File: config.mk
export PLATFORM = sky130hd
export DESIGN_NAME = mod_seq_counter
export DESIGN_NICKNAME = d
export VERILOG_FILES = /design/src/rtl/mod_seq_counter.sv
export SDC_FILE = /design/constraint.sdc
export NUM_CORES = 1
export LEC_CHECK = 0
export ABC_AREA = 0
export CAP_MARGIN = 10
export CORE_MARGIN = 2
export CORE_UTILIZATION = 50
export CTS_BUF_LIST = sky130_fd_sc_hd__clkbuf_8
export DETAILED_ROUTE_END_ITERATION = 10
export PLACE_DENSITY = 0.79
export SYNTH_ARGS = -nofsm -noshare
export SYNTH_HDL_FRONTEND = slang
export SYNTH_SLANG_ARGS = --single-unit
File: constraint.sdc
create_clock -name clk -period 2.7 [get_ports clk]
set_input_delay 0.27 -clock clk [delete_from_list [all_inputs] [get_ports clk]]
set_output_delay 0.27 -clock clk [all_outputs]
set_load 0.01 [all_outputs]
File: src/rtl/mod_seq_counter.sv
// mod_seq_counter: modulo sequence counter with run-time limit, up/down/ping-pong/hold modes and wrap reporting
module mod_seq_counter #(
  parameter int WIDTH     = 2,
  parameter int RESET_VAL = 0,
  parameter int WCNT_W    = 8
) (
  input  logic              clk,
  input  logic              reset_n,
  input  logic              en,
  input  logic              clr,
  input  logic              load,
  input  logic [WIDTH-1:0]  load_val,
  input  logic [WIDTH-1:0]  limit,
  input  logic [1:0]        mode,
  output logic [WIDTH-1:0]  res,
  output logic              wrap,
  output logic              dir,
  output logic [WCNT_W-1:0] wrap_cnt
);
  logic [WIDTH-1:0] nxt_res;
  logic             nxt_dir;
  logic             nxt_wrap;
  logic             step;
  assign step = en && (mode != 2'd3);
  always_comb begin
    nxt_res  = res;
    nxt_dir  = dir;
    nxt_wrap = 1'b0;
    if (clr) begin
      nxt_res = '0;
      nxt_dir = 1'b0;
    end else if (load) begin
      nxt_res = (load_val > limit) ? limit : load_val;
    end else if (step) begin
      // res above limit means limit was lowered under us: resync without a wrap event
      if (res > limit) begin
        nxt_res = (mode == 2'd1) ? limit : '0;
        nxt_dir = (mode == 2'd1) ? dir : 1'b0;
      end else if (limit == '0) begin
        nxt_res  = '0;
        nxt_dir  = 1'b0;
        nxt_wrap = 1'b1;
      end else if (mode == 2'd0) begin
        nxt_res  = (res == limit) ? '0 : res + 1'b1;
        nxt_wrap = (res == limit);
      end else if (mode == 2'd1) begin
        nxt_res  = (res == '0) ? limit : res - 1'b1;
        nxt_wrap = (res == '0);
      end else begin
        nxt_wrap = dir ? (res == '0) : (res == limit);
        nxt_dir  = nxt_wrap ? ~dir : dir;
        nxt_res  = nxt_dir ? res - 1'b1 : res + 1'b1;
      end
    end
  end
  always_ff @(posedge clk or negedge reset_n) begin
    if (!reset_n) begin
      res      <= WIDTH'(RESET_VAL);
      wrap     <= 1'b0;
      dir      <= 1'b0;
      wrap_cnt <= '0;
    end else begin
      res      <= nxt_res;
      wrap     <= nxt_wrap;
      dir      <= nxt_dir;
      wrap_cnt <= clr ? '0 : (nxt_wrap && !(&wrap_cnt)) ? wrap_cnt + 1'b1 : wrap_cnt;
    end
  end
endmodule

==> results.md <==
* Non-Filler Instances at 168
* Worst setup SP type: input pin
* Via Count at between 1000 and 1500
* RSZ-0062 raised after global routing: no
* Register bit total from synthesis at 12
* Most used DFF post-synth: dfrtp_1
* Period utilization at 0.903
* Pre-CTS WS at between 30 and 40 ps
* Largest net degree at the start of global routing at 13
* Detailed-route DRC error count at 0
* Worst-Skew Late Latency at ~240 ps
* GP Congestion at between 0.9 and 1
* Max-cap violations at 0
* Fill cells at ~170
* Die span in x at 49.1 µm
* FF-to-FF setup slack at between 300 and 400 ps
* WL/cell at 14.9 µm
* I/O Pins at 23
* CTS tree: done
* Dpl cells at between 150 and 200
* Most common cell in the netlist: a21oi_1
* 1st-iter DRT viols at 27
* Clock Skew at 1.93 ps
* Final slew viol count at 0
* Hold WC Path Type: input pin to async pin
* Setup WS post-layout at between 200 and 300 ps
* Clock tree root driver cell: clkbuf_8
* Worst-case reg-to-reg path depth at 7
* Cts hold-fix bufs at 0
* Yosys top cell by area: dfrtp_1
* Post-CTS repair timing setup buffer count at 0
* Number of diodes at 0
* Clk sinks at 12
* Share of the synthesized area in the top cell type at 0.295
* Worst Tran Pin Value at between 500 and 600 ps
* Starting Density at 0.524
* Critical Path, Cell by Cell: clkdlybuf4s50_1 > inv_1 > ha_1 > nor2b_4 > o21a_4 > or3_1 > or4_1 > a21oi_1
* Vias in the first global route at 1014
* Min Hold Slack at between 300 and 400 ps
* Most instantiated cells after synthesis: a21oi_1 (13), dfrtp_1 (12), inv_1 (10)
* Max transition margin at 0.602
* FF-to-FF End: wrap_cnt[7]
* Cells after synthesis at between 100 and 150
* Nets at 161
* VDD IR max at 481 µV
* Share of cells above drive strength 1 at 0.0993
* Synthesized area at 1020 µm²
* CTS max path bufs at 2
* Routed wire length at roughly 2500 µm
* Routed vias/inst at about 6.0
* Die Area at ~2400 µm²
* Core ar. at 1940 µm²
* Reg2reg start: res[0]
* Overall Power at 0.520 mW
* Post-synth EDFFs at 0
* FP Rows at 16
* WP data arrival at about 2600 ps
* Status: finished clean
* Asr flop ratio synth at 1.00
* Distinct cell type count after synthesis at 44
* Post-DP HPWL at ~1900 µm
* Sequential share of the synthesized area at 0.295
* Die height at a little under 50 µm
* PwrDens at 399 nW/µm²
* Largest cells by area after synthesis: dfrtp_1 (29%), ha_1 (8.6%), a21oi_1 (6.4%), inv_1 (3.7%), or4_1 (2.9%)
* Min Tclk post-route at roughly 2400 ps
* Number of synthesis warnings at 0
* Syn nets at ~130
* Gr ovfl total at 0
* Design area at 1300 µm²
* Final setup fails at 0
* CP max-delay cell: or3_1
* Total CTS buffers at 3
* Final ANT Viol Nets at 0
* CP max stage delay at approximately 500 ps
* Antenna violations before repair at 0
* First drt pass iteration count at 4
* Avg Cell Area, Syn at about 8.8 µm²
* First-pass GRT wire length at roughly 4600 µm
* Layout overhead on the synthesized area at 27.9%
* Total negative slack at 0 ps
* Final hold violation count at 0
* Critical path fanouts, max at 8
* Port Buf Inserts at 22
* Post-CTS resize count at 0
* Placed Area at about 1300 µm²
* Fmax at just over 0.4 GHz
* H-tree Lvls at 1
* All-Layer GR Usage at 0.237
* Leakage at roughly 0.53 nW
* CP Class: input pin to register
* Util after Layout at 0.671
* Endpoint class of the critical path: register
* Required time of the critical path at between 2000 and 3000 ps
* Worst-path clk slew at roughly 50 ps
-- sequential cells by signal, indices dropped and copies added, names as in the netlist --
signal and flops:
wrap_cnt 8, res 2, dir 1, wrap 1
-- layout by cell type, fill, tap and decap left out, types with 2 or more instances in the layout --
master	instances
a21oi_1	13
and3_1	3
buf_4	4
clkbuf_8	3
clkdlybuf4s50_1	22
dfrtp_1	12
ha_1	7
inv_1	10
nand2_1	6
nand2b_1	2
nand3_1	5
nand3b_1	2
nand4_1	3
nor2_1	6
nor3_1	2
o21a_1	2
o21ai_0	3
o21ai_1	3
o31ai_1	3
o41ai_1	2
or3_1	2
or4_1	4
-- per-layer routing --
layer | GRT usage | up-vias | part of all wire
met5 | 0 | - | 0
met2 | 0.417 | 24 | 0.50
li1 | - | 487 | -
met3 | 0.0583 | 0 | 0.041
met4 | 0.0333 | 0 | 0
met1 | 0.299 | 491 | 0.45
-- critical path: cells and delay by family --
kind	cells	cell delay, ps
buffers and inverters	2	560
adders and majority gates	1	340
and+or+nand+nor	3	1070
AOI/OAI and AO/OA	2	360
-- how the worst max path moves through the flow --
stage / startpoint / to / cells after the start
floorplan: res[1] / wrap_cnt[4] / 7
global placement: limit[1] / wrap_cnt[4] / 8
detailed placement: limit[1] / wrap_cnt[4] / 8
CTS: limit[1] / wrap_cnt[4] / 8
global route: limit[1] / wrap_cnt[0] / 9
finish: limit[1] / wrap_cnt[4] / 8
-- power by group --
part	total [mW]	leakage, nW	switching, mW	internal [mW]
Sequential	0.191	0.166	0.00588	0.185
Clock	0.163	0.0216	0.0648	0.0983
Combinational	0.166	0.342	0.0918	0.0742
-- layout make-up --
cell class | instances | area, µm² | area share
clock buffer | 3 | 41.3 | 0.0317
inverter | 10 | 37.5 | 0.0288
multi-input combinational | 90 | 639 | 0.491
sequential | 12 | 300 | 0.231
tap | 27 | 33.8 | 0.0259
timing repair buffer | 26 | 250 | 0.192
-- cell families after synthesis --
kind of cell               synth area share
xor gates and xnor gates            0.00860
AOI/OAI and AO/OA                     0.269
and+or+nand+nor                       0.254
DFF                                   0.295
adders and majority gates            0.0860
muxes                               0.00983
buffers and inverters                0.0774
No activity file was read; power rests on OpenSTA's default activity.
